[src/rtl/conv_tile_loader_pkg.sv]
// Shared definitions for the conv tile loader: default geometry and FSM encoding.
package conv_tile_loader_pkg;

  localparam int unsigned DefDataW     = 16;
  localparam int unsigned DefIfmapN    = 25;
  localparam int unsigned DefFilterN   = 9;
  localparam int unsigned DefRunCycles = 6;
  localparam int unsigned WordCntW     = 6;

  typedef enum logic [2:0] {
    StLdIf = 3'd0,
    StLdFl = 3'd1,
    StArm  = 3'd2,
    StRun  = 3'd3,
    StDone = 3'd4
  } state_e;

  function automatic int unsigned tile_words(input int unsigned ifmap_n,
                                             input int unsigned filter_n);
    return ifmap_n + filter_n;
  endfunction

endpackage

[src/rtl/conv_tile_loader.sv]
// Streams a 5x5 ifmap tile and a 3x3 filter into flat buses, then sequences the
// PE array through load, run and done.
module conv_tile_loader
  import conv_tile_loader_pkg::*;
#(
  parameter int unsigned DATA_W     = DefDataW,
  parameter int unsigned IFMAP_N    = DefIfmapN,
  parameter int unsigned FILTER_N   = DefFilterN,
  parameter int unsigned RUN_CYCLES = DefRunCycles
) (
  input  logic                         clk,
  input  logic                         rst,
  input  logic                         s_valid,
  output logic                         s_ready,
  input  logic [DATA_W-1:0]            s_data,
  input  logic                         s_last,
  input  logic                         err_clr,
  output logic [IFMAP_N*DATA_W-1:0]    ifmap_in_flat,
  output logic [FILTER_N*DATA_W-1:0]   filter_in_flat,
  output logic                         arr_load,
  output logic                         arr_en,
  output logic                         busy,
  output logic                         tile_done,
  output logic                         err
);

  localparam int unsigned TileWords = tile_words(IFMAP_N, FILTER_N);
  localparam int unsigned RunCntW   = $clog2(RUN_CYCLES + 1);

  state_e              state_q, state_d;
  logic [WordCntW-1:0] wcnt_q, wcnt_d;
  logic [RunCntW-1:0]  rcnt_q, rcnt_d;
  logic                err_q, err_set;
  logic                accept, last_word;

  assign s_ready   = (state_q == StLdIf) || (state_q == StLdFl);
  assign accept    = s_valid && s_ready;
  assign last_word = (wcnt_q == WordCntW'(TileWords - 1));

  assign arr_load  = (state_q == StArm);
  assign arr_en    = (state_q == StRun);
  assign tile_done = (state_q == StDone);
  assign busy      = !((state_q == StLdIf) && (wcnt_q == '0));
  assign err       = err_q;

  always_comb begin
    state_d = state_q;
    wcnt_d  = wcnt_q;
    rcnt_d  = rcnt_q;
    err_set = 1'b0;
    unique case (state_q)
      StLdIf: begin
        if (accept) begin
          // Any s_last during the ifmap phase is early: drop the tile.
          if (s_last) begin
            err_set = 1'b1;
            wcnt_d  = '0;
          end else begin
            wcnt_d = wcnt_q + 1'b1;
            if (wcnt_q == WordCntW'(IFMAP_N - 1)) state_d = StLdFl;
          end
        end
      end
      StLdFl: begin
        if (accept) begin
          if (last_word) begin
            // A missing s_last is flagged but the tile still runs.
            err_set = !s_last;
            wcnt_d  = '0;
            state_d = StArm;
          end else if (s_last) begin
            err_set = 1'b1;
            wcnt_d  = '0;
            state_d = StLdIf;
          end else begin
            wcnt_d = wcnt_q + 1'b1;
          end
        end
      end
      StArm: begin
        rcnt_d  = '0;
        state_d = StRun;
      end
      StRun: begin
        if (rcnt_q == RunCntW'(RUN_CYCLES - 1)) begin
          rcnt_d  = '0;
          state_d = StDone;
        end else begin
          rcnt_d = rcnt_q + 1'b1;
        end
      end
      StDone: begin
        wcnt_d  = '0;
        state_d = StLdIf;
      end
      default: state_d = StLdIf;
    endcase
  end

  always_ff @(posedge clk) begin
    if (rst) begin
      state_q        <= StLdIf;
      wcnt_q         <= '0;
      rcnt_q         <= '0;
      err_q          <= 1'b0;
      ifmap_in_flat  <= '0;
      filter_in_flat <= '0;
    end else begin
      state_q <= state_d;
      wcnt_q  <= wcnt_d;
      rcnt_q  <= rcnt_d;
      err_q   <= err_set || (err_q && !err_clr);
      for (int k = 0; k < IFMAP_N; k++) begin
        if (accept && (state_q == StLdIf) && (wcnt_q == WordCntW'(k))) begin
          ifmap_in_flat[k*DATA_W +: DATA_W] <= s_data;
        end
      end
      for (int k = 0; k < FILTER_N; k++) begin
        if (accept && (state_q == StLdFl) && (wcnt_q == WordCntW'(IFMAP_N + k))) begin
          filter_in_flat[k*DATA_W +: DATA_W] <= s_data;
        end
      end
    end
  end

endmodule

[config.mk]
export PLATFORM = sky130hd
export DESIGN_NAME = conv_tile_loader
export DESIGN_NICKNAME = d
export VERILOG_FILES = /design/src/rtl/conv_tile_loader_pkg.sv /design/src/rtl/conv_tile_loader.sv
export SDC_FILE = /design/constraint.sdc
export NUM_CORES = 1
export LEC_CHECK = 0
export CAP_MARGIN = 0
export CORE_AREA = 2 2 223 225
export DETAILED_ROUTE_END_ITERATION = 8
export DIE_AREA = 0 0 225 227
export GPL_ROUTABILITY_DRIVEN = 0
export GPL_TIMING_DRIVEN = 0
export PLACE_DENSITY = 0.71
export SYNTH_ARGS = -nofsm -noshare
export SYNTH_HDL_FRONTEND = slang
export SYNTH_SLANG_ARGS = --single-unit
export TNS_END_PERCENT = 5
[constraint.sdc]
create_clock -name clk -period 4.24 [get_ports clk]
set_clock_uncertainty 0.1 [all_clocks]
set_input_delay 0.848 -clock clk [delete_from_list [all_inputs] [get_ports clk]]
set_output_delay 0.848 -clock clk [all_outputs]
set_load 0.005 [all_outputs]
==> results.py, run 1 <==
metrics = {
    "synthesis": {
        "seq_area_frac_synth": 0.551,
        "synth-seq-cells": 557,
        "syn-cell-area_sq_um": 20200,
        "synth_edf_count": 0,
        "synth_ff_type": "dfxtp_1",
        "synthArstFlopShare": 0,
        "yosys_warnings": 0,
        "synth_nets": 2187,
        "ys_types": 45,
        "syn_inst": 2161,
        "avgSynthCellArea_sq_um": 9.36,
    },
    "global_routing": {
        "met3_usage": 0.0524,
        "grtUsageTotal": 0.301,
        "grt_busiest_layer": "met2",
        "overflow": 0,
        "grt_pass1_wl_um": 116000,
        "use_met1": 0.389,
        "grt_pass1_vias": 18100,
        "grt_max_degree": 15,
        "grtUsageMet2": 0.495,
        "antenna_found_initial": 0,
    },
    "timing": {
        "fmax_ghz": 0.300,
        "rsz0062_at_grt": "no",
        "relSlewSlack": 0.236,
        "whs_ns": 0.353,
        "setup-tns-final_ns": 0,
        "period_share": 0.787,
        "setup_violations": 0,
        "final-hold-violation-count": 0,
        "drv_slew": 0,
        "worst_pin_slew_ns": 1.15,
        "final.min_clock_period_ns": 3.34,
    },
    "place": {
        "portBuffers": 553,
        "hpwl_um": 57200,
        "post_dp_cell_area_sq_um": 26500,
    },
    "floorplanning": {
        "die-area_sq_um": 51100,
        "row_count": 81,
        "core_area_sq_um": 48500,
        "die_x_um": 225,
        "start_util": 0.417,
        "die_h_um": 227,
        "ios": 571,
    },
    "critical_path": {
        "cp.required_ns": 3.29,
        "r2r_cells": 7,
        "rrSetupSlack_ns": 1.80,
        "crit_path_end_kind": "output pin",
        "slowest_stage": "clkdlybuf4s50_1",
        "rr_endpoint": "ifmap_in_flat[306]$_SDFFE_PP0P_",
        "crit_path_start_kind": "flip-flop",
        "cp.arrival_ns": 2.39,
        "timing.rr.start": "wcnt_q[2]$_SDFFE_PP0P_",
        "cp_max_fo": 6,
        "path_class": "flip-flop to output pin",
        "cp_slowest_stage_delay_ns": 0.52,
        "path_cells": "inv_1 > ha_1 > nor3b_2 > nand3b_1 > clkdlybuf4s50_1",
    },
    "layout": {
        "syn2layout_area_growth_pct": 40.0,
        "regArea_sq_um": 11200,
        "multi_input_area_sq_um": 8050,
        "drive_above_1_share": 0.0586,
        "nets": 2799,
        "nFillCells": 4200,
        "design_area_sq_um": 28300,
        "n_antenna_cell": 0,
    },
    "pwr": {
        "power_density_nw_per_um2": 372,
        "leakagePower_nw": 10.6,
        "seqPwrFrac": 0.499,
        "peakVddDrop_v": 0.000343,
        "pwr-share-comb": 0.042,
        "finalPower_mw": 10.5,
        "p_int_mw": 8.15,
        "p_sw_mw": 2.40,
        "switching_share": 0.227,
        "p_clk_frac": 0.459,
    },
    "clocking": {
        "cts_root_buffer": "clkbuf_16",
        "numCtsBuffers": 57,
        "holdBufCountCts": 0,
        "cts_tree": "yes",
        "clkLatencyLatePin_ns": 0.60,
        "cts_sinks": 557,
        "clk_path_buf_depth": 3,
        "cts_resized": 0,
        "htree_levels": 2,
        "postCtsSetupRepairBufs": 0,
        "clkTransAtPathRegs_ns": 0.06,
    },
    "drt": {
        "wl_per_cell_um": 23.4,
        "drt_iter0_markers": 1647,
        "antenna_left": 0,
        "routed_wl_um": 80400,
        "drt_pass1_iterations": 6,
        "drc_errors": 0,
        "avgViaCountPerCell": 5.52,
        "vias": 19000,
    },
    "flow_run": {
        "drv_cap": 0,
    },
    "run_status": {
        "status": "completed",
    },
    "min_path": {
        "holdPathStages": 2,
        "hp-class": "flip-flop to flip-flop",
        "worstHoldStart": "ifmap_in_flat[235]$_SDFFE_PP0P_",
        "min_to": "ifmap_in_flat[235]$_SDFFE_PP0P_",
    },
}
==> synth_stat cells, types with 2 or more instances <==
cell type / n / area (sq um)
nor3_1: 6 / 30.0
o21ai_0: 272 / 1360
nand3_1: 5 / 25.0
nor2b_1: 6 / 37.5
and3_1: 4 / 25.0
and2_1: 2 / 12.5
ha_1: 5 / 62.6
and4_1: 6 / 52.6
a21o_1: 2 / 15.0
nand4_2: 5 / 62.6
nor2_1: 138 / 518
nor4b_1: 2 / 17.5
nand4b_1: 2 / 17.5
a21oi_1: 152 / 761
a311oi_1: 2 / 17.5
dfxtp_1: 557 / 11200
nand4_4: 6 / 128
o21ai_1: 3 / 15.0
a31oi_1: 4 / 25.0
nand4_1: 24 / 150
buf_4: 4 / 30.0
clkbuf_1: 151 / 567
nand2_1: 292 / 1100
nand2b_1: 19 / 119
buf_6: 9 / 101
nand3b_1: 275 / 2060
clkbuf_2: 7 / 35.0
buf_2: 46 / 230
mux2i_1: 130 / 1300
inv_1: 10 / 37.5
==> layer usage <==
metal  routed length [um]  share of wire
met1                32800           0.41
met3                 6090          0.076
met4                 3830          0.048
met5                    0              0
met2                37700           0.47
==> power by group through the flow <==
stage / sequential, mW / clock (mW) / combinational, mW
floorplan: 5.38 / 0 / 0.215
global placement: 5.38 / 0 / 0.429
detailed placement: 5.38 / 0 / 0.435
CTS: 5.26 / 4.88 / 0.436
global route: 5.26 / 5.09 / 0.461
finish: 5.26 / 4.84 / 0.441
==> kinds of logic (layout without fill, tap and decap cells) <==
logic type	after synthesis	count (layout)	synth area share
compound gates	440	440	0.111
fa+ha+maj	5	5	0.00309
buf+inv	229	883	0.0507
flops	557	557	0.551
mux	130	130	0.0643
simple gates	800	800	0.220
==> stage by stage <==
| step | util | setup slack (ns) | std cells |
|---|---|---|---|
| after CTS | 0.583 | 0.862 | 3437 |
| after global placement | 0.547 | 0.341 | 3336 |
| final | 0.583 | 0.903 | 3437 |
| after detailed placement | 0.547 | 0.252 | 3336 |
| after floorplan | - | 1.92 | 2161 |
| after global routing | 0.583 | 0.755 | 3437 |
==> cells in the final DEF (no fill, tap or decap), types with 9 or more instances in the layout <==
cell type | synthesis | routed
dfxtp_1 | 557 | 557
clkdlybuf4s50_1 | 0 | 553
nand2_1 | 292 | 292
nand3b_1 | 275 | 275
o21ai_0 | 272 | 272
clkbuf_1 | 151 | 170
a21oi_1 | 152 | 152
nor2_1 | 138 | 138
mux2i_1 | 130 | 130
clkbuf_16 | 0 | 59
buf_2 | 46 | 46
nand4_1 | 24 | 24
nand2b_1 | 19 | 19
inv_1 | 10 | 10
clkbuf_8 | 0 | 10
buf_6 | 9 | 9
clkinv_2 | 0 | 9
==> flip-flops by register name, summed over array words and instances (netlist names) <==
register,cells
wcnt_q,6
state_q,3
filter_in_flat,144
ifmap_in_flat,400
err,1
rcnt_q,3
==> worst max path at each step <==
stage | slack [ns] | from | cells past startpoint | end
6_report | 0.90 | wcnt_q[0]$_SDFFE_PP0P_ | 5 | busy
5_1_grt | 0.75 | state_q[0]$_SDFFE_PP0P_ | 4 | arr_en
4_1_cts | 0.86 | wcnt_q[0]$_SDFFE_PP0P_ | 5 | busy
3_5_place_dp | 0.25 | rst | 5 | ifmap_in_flat[383]$_SDFFE_PP0P_
3_3_place_gp | 0.34 | rst | 5 | ifmap_in_flat[319]$_SDFFE_PP0P_
2_1_floorplan | 1.92 | s_valid | 8 | ifmap_in_flat[165]$_SDFFE_PP0P_
==> worst max-delay path, delay by kind of cell (launching register included) <==
family	cells	cell delay (ns)
buffers and inverters	2	0.66
flip-flops	1	0.37
AND/OR/NAND/NOR	2	0.54
adder cells (fa/ha/maj)	1	0.20
==> area by class of cell <==
class                      instances  area share
clock inverter                    13     0.00353
tap                              622      0.0275
sequential                       557       0.394
multi-input combinational       1375       0.284
inverter                          10     0.00133
clock buffer                      88      0.0595
timing repair buffer             553       0.195
buffer                           219      0.0349
No activity file was read; power rests on OpenSTA's default activity.
==> run 2: changes to the inputs <==
- CORE_AREA: 2 2 223 225 -> 2 2 221 223
- DIE_AREA: 0 0 225 227 -> 0 0 223 225
- PLACE_DENSITY: 0.71 -> 0.72
- clock period: 4.24 -> 3.25 ns (I/O delays scaled with it)
==> results.py, run 2 (synthesis gave the netlist of run 1 again) <==
metrics = {
    "timing": {
        "drv_slew": 0,
        "setup_violations": 0,
        "fmax_ghz": 0.322,
        "final-hold-violation-count": 0,
        "setup_ws_ns": 0.148,
        "rsz0062_at_grt": "yes",
        "relSlewSlack": 0.213,
        "setup-tns-final_ns": 0,
        "period_share": 0.954,
        "worst_pin_slew_ns": 1.18,
        "final.min_clock_period_ns": 3.10,
        "whs_ns": 0.354,
    },
    "clocking": {
        "clkTransAtPathRegs_ns": 0.06,
        "numCtsBuffers": 57,
        "clkLatencyLatePin_ns": 0.61,
        "htree_levels": 2,
        "cts_sinks": 557,
        "cts_tree": "yes",
        "cts_root_buffer": "clkbuf_16",
        "holdBufCountCts": 0,
        "clk_path_buf_depth": 3,
    },
    "floorplanning": {
        "core_area_sq_um": 47500,
        "ios": 571,
        "row_count": 80,
        "start_util": 0.425,
        "die-area_sq_um": 50200,
        "die_h_um": 225,
        "die_x_um": 223,
    },
    "global_routing": {
        "antenna_found_initial": 1,
        "grt_pass1_vias": 18200,
        "overflow": 0,
        "grt_max_degree": 15,
        "grt_pass1_wl_um": 116000,
        "grtUsageTotal": 0.305,
    },
    "pwr": {
        "pwr-share-comb": 0.041,
        "p_int_mw": 10.8,
        "power_density_nw_per_um2": 490,
        "p_sw_mw": 3.11,
        "peakVddDrop_v": 0.000447,
        "seqPwrFrac": 0.493,
        "switching_share": 0.223,
        "p_clk_frac": 0.466,
        "leakagePower_nw": 10.6,
    },
    "layout": {
        "reg.largest.list": "ifmap_in_flat (400), filter_in_flat (144), wcnt_q (6)",
        "final_cell_mix": "dfxtp_1, clkdlybuf4s50_1, nand2_1",
        "nets": 2801,
        "top_register": "ifmap_in_flat",
        "syn2layout_area_growth_pct": 40.4,
        "largest_reg_flops": 400,
        "design_area_sq_um": 28400,
        "nFillCells": 4106,
        "final_common_cell": "dfxtp_1",
        "drive_above_1_share": 0.0593,
    },
    "drt": {
        "antenna_left": 0,
        "avgViaCountPerCell": 5.53,
        "drt_pass1_iterations": 5,
        "drc_errors": 0,
        "vias": 19000,
        "drt_iter0_markers": 1513,
        "wl_per_cell_um": 23.2,
        "routed_wl_um": 79800,
    },
    "critical_path": {
        "crit_path_end_kind": "output pin",
        "cp.arrival_ns": 2.35,
        "cp_max_fo": 10,
        "cp_slowest_stage_delay_ns": 0.55,
        "timing.rr.start": "state_q[0]$_SDFFE_PP0P_",
        "path_cells": "clkbuf_1 > nand3b_1 > inv_1 > clkdlybuf4s50_1",
        "startpoint": "state_q[0]$_SDFFE_PP0P_",
        "path_class": "flip-flop to output pin",
        "cp.required_ns": 2.50,
        "slowest_stage": "clkdlybuf4s50_1",
        "crit_path_start_kind": "flip-flop",
    },
    "flow_run": {
        "drv_cap": 0,
    },
    "run_status": {
        "status": "completed",
    },
    "min_path": {
        "hp-class": "flip-flop to flip-flop",
        "worstHoldStart": "ifmap_in_flat[192]$_SDFFE_PP0P_",
    },
    "place": {
        "hpwl_um": 56700,
        "dpl_worst_slack_ns": -0.356,
        "post_dp_cell_area_sq_um": 26500,
        "portBuffers": 553,
    },
}
[run 2: cell types whose count changed in the layout (fill, tap and decap cells not counted), sizes merged]
cell	delta
buf	+2
bufinv	+2
clkbuf	+2
clkinv	-3
diode	+1
[run 2: repair_timing]
action / CTS / global route
buffers inserted: 0 / 2
endpoints found under the setup margin: 0 / 2
gates resized for setup: 0 / 1
[run 2: power groups by stage]
stage	clock [mW]	combinational [mW]	sequential, mW
after global placement	0	0.555	7.01
final	6.49	0.577	6.86
after global routing	6.79	0.605	6.86
after CTS	6.56	0.565	6.86
after floorplan	0	0.281	7.01
after detailed placement	0	0.563	7.01
[run 2: worst paths after layout]
kind / endpoint / slack, ns / cells after the start
max reg2reg: filter_in_flat[22]$_SDFFE_PP0P_ / 0.82 / 6
min reg2reg: ifmap_in_flat[192]$_SDFFE_PP0P_ / 0.35 / 2
max: arr_en / 0.15 / 4
min: ifmap_in_flat[192]$_SDFFE_PP0P_ / 0.35 / 2
[run 2: critical path, delay by kind of cell, from the launching register on]
family,cells,cell delay [ns]
buf+inv,3,1.00
flops,1,0.49
simple gates,1,0.25
[run 2: per-layer routing]
| metal | vias up | global-route usage | share of wire |
|---|---|---|---|
| met5 | - | 0 | 0 |
| met4 | 0 | 0.149 | 0.049 |
| met3 | 215 | 0.0666 | 0.076 |
| met2 | 897 | 0.504 | 0.47 |
| met1 | 9282 | 0.377 | 0.41 |
| li1 | 8589 | - | - |
[run 2: cell type report]
| type | instances | area (sq um) | share of cell area |
|---|---|---|---|
| timing repair buffer | 555 | 5550 | 0.195 |
| tap | 615 | 769 | 0.0271 |
| inverter | 10 | 37.5 | 0.00132 |
| clock inverter | 12 | 141 | 0.00498 |
| clock buffer | 90 | 1700 | 0.0600 |
| sequential | 557 | 11200 | 0.393 |
| antenna | 1 | 2.50 | 0.0000881 |
| buffer | 219 | 987 | 0.0348 |
| multi-input combinational | 1375 | 8060 | 0.284 |
[run 2: stage by stage]
step                total power, mW  instances  utilization
global route                   14.3       3433        0.597
detailed placement             7.58       3329        0.558
CTS                            14.0       3431        0.597
global placement               7.57       3329        0.558
finish                         13.9       3434        0.597
floorplan                      7.29       2161            -
==> run 3: changes to the inputs <==
- GPL_TIMING_DRIVEN: 0 -> 1
==> results.py, run 3 (synthesis gave the netlist of run 1 again) <==
metrics = {
    "critical_path": {
        "cp.arrival_ns": 2.28,
        "crit_path_start_kind": "flip-flop",
        "cp.required_ns": 2.50,
        "crit_path_end_kind": "output pin",
        "path_class": "flip-flop to output pin",
        "r2r_cells": 5,
        "cp_max_fo": 6,
    },
    "place": {
        "hpwl_um": 48200,
        "portBuffers": 570,
        "dp.cells": 3201,
    },
    "pwr": {
        "seqPwrFrac": 0.490,
        "switching_share": 0.222,
        "power_density_nw_per_um2": 495,
        "p_sw_mw": 3.11,
        "finalPower_mw": 14.0,
        "p_int_mw": 10.9,
        "peakVddDrop_v": 0.000469,
        "leakagePower_nw": 10.6,
        "p_clk_frac": 0.470,
        "pwr-share-comb": 0.040,
    },
    "floorplanning": {
        "start_util": 0.425,
        "row_count": 80,
        "core_area_sq_um": 47500,
        "die_x_um": 223,
        "ios": 571,
        "die-area_sq_um": 50200,
        "die_h_um": 225,
    },
    "drt": {
        "antenna_left": 0,
        "drc_errors": 0,
        "routed_wl_um": 72600,
        "vias": 18000,
        "wl_per_cell_um": 21.9,
        "drt_iter0_markers": 1638,
        "drt_pass1_iterations": 6,
        "avgViaCountPerCell": 5.44,
    },
    "layout": {
        "top_register": "ifmap_in_flat",
        "largest_reg_flops": 400,
        "final_cell_mix": "clkdlybuf4s50_1, dfxtp_1, nand2_1",
        "nFillCells": 4015,
        "regArea_sq_um": 11200,
        "nets": 2670,
        "final_common_cell": "clkdlybuf4s50_1",
        "drive_above_1_share": 0.0691,
        "layoutNonFillerInstCount": 3313,
        "reg.largest.list": "ifmap_in_flat (400), filter_in_flat (144), wcnt_q (6)",
        "final_util": 0.594,
        "multi_input_area_sq_um": 8060,
        "syn2layout_area_growth_pct": 39.6,
    },
    "min_path": {
        "holdPathStages": 2,
        "hp-class": "primary input to flip-flop",
    },
    "clocking": {
        "holdBufCountCts": 0,
        "clkTransAtPathRegs_ns": 0.06,
        "cts_tree": "yes",
        "clk_path_buf_depth": 3,
        "htree_levels": 2,
        "cts_sinks": 557,
        "postCtsSetupRepairBufs": 0,
        "numCtsBuffers": 56,
        "cts_root_buffer": "clkbuf_16",
        "clkLatencyLatePin_ns": 0.60,
    },
    "timing": {
        "final.min_clock_period_ns": 3.03,
        "fmax_ghz": 0.330,
        "relSlewSlack": 0.370,
        "whs_ns": 0.330,
        "setup_violations": 0,
        "worst_pin_slew_ns": 0.944,
        "rsz0062_at_grt": "no",
        "drv_slew": 0,
        "period_share": 0.932,
        "setup-tns-final_ns": 0,
        "final-hold-violation-count": 0,
    },
    "global_routing": {
        "grt_max_degree": 166,
        "grtUsageTotal": 0.276,
        "overflow": 0,
        "grt_pass1_wl_um": 106000,
        "grt_pass1_vias": 16800,
        "antenna_found_initial": 7,
    },
    "flow_run": {
        "drv_cap": 0,
    },
    "run_status": {
        "status": "completed",
    },
}
==> run 3: cell count changes in the layout (fill, tap and decap cells not counted), moves of 2 or more <==
cell and change:
buf_12 +2, clkbuf_16 -3, buf_6 -9, clkinv_2 +7, clkdlybuf4s50_1 +16, buf_2 -46
clkbuf_2 -7, clkinv_4 +3, clkbuf_1 -161, clkbuf_8 +5, buf_4 +65, diode_2 +6
==> run 3: stage by stage <==
stage	setup slack (ns)	area [sq um]
4_1_cts	0.0257	28200
6_report	0.220	28200
3_3_place_gp	0.549	26300
3_5_place_dp	0.460	26300
5_1_grt	0.0499	28200
2_1_floorplan	1.13	20200
==> run 3: power groups by stage <==
stage | Combinational, mW | Clock (mW) | Sequential (mW)
3_3_place_gp | 0.544 | 0 | 7.01
3_5_place_dp | 0.545 | 0 | 7.01
4_1_cts | 0.546 | 6.67 | 6.86
2_1_floorplan | 0.281 | 0 | 7.01
5_1_grt | 0.578 | 6.91 | 6.86
6_report | 0.553 | 6.57 | 6.86
==> run 3: worst paths after layout <==
| kind | startpoint | to | slack (ns) |
|---|---|---|---|
| max | wcnt_q[0]$_SDFFE_PP0P_ | busy | 0.22 |
| min | rst | ifmap_in_flat[141]$_SDFFE_PP0P_ | 0.33 |
| max reg2reg | wcnt_q[1]$_SDFFE_PP0P_ | ifmap_in_flat[152]$_SDFFE_PP0P_ | 0.82 |
| min reg2reg | ifmap_in_flat[3]$_SDFFE_PP0P_ | ifmap_in_flat[3]$_SDFFE_PP0P_ | 0.35 |
==> run 3: cell type report <==
type	count	area share
multi-input combinational	1375	0.285
clock inverter	23	0.00855
timing repair buffer	644	0.223
inverter	10	0.00133
antenna	7	0.000620
sequential	557	0.395
clock buffer	82	0.0588
tap	615	0.0273
==> run 3: critical path, stage by stage, from the launching register on <==
cell and delay [ns]:
dfxtp_1 0.36, inv_1 0.14, ha_1 0.20, nor3b_4 0.36, nand3b_1 0.12, clkdlybuf4s50_1 0.50
==> run 3: what timing repair did <==
action,in CTS,in global routing
setup endpoints to repair,0,1
gates resized for setup,0,1
endpoints found under the hold margin,0,0
==> run 3: metal layers <==
metal	part of all wire	track usage	routed length, um
met1	0.40	0.348	29300
met2	0.47	0.446	34500
met3	0.071	0.0518	5150
met4	0.051	0.155	3690
met5	0	0	0
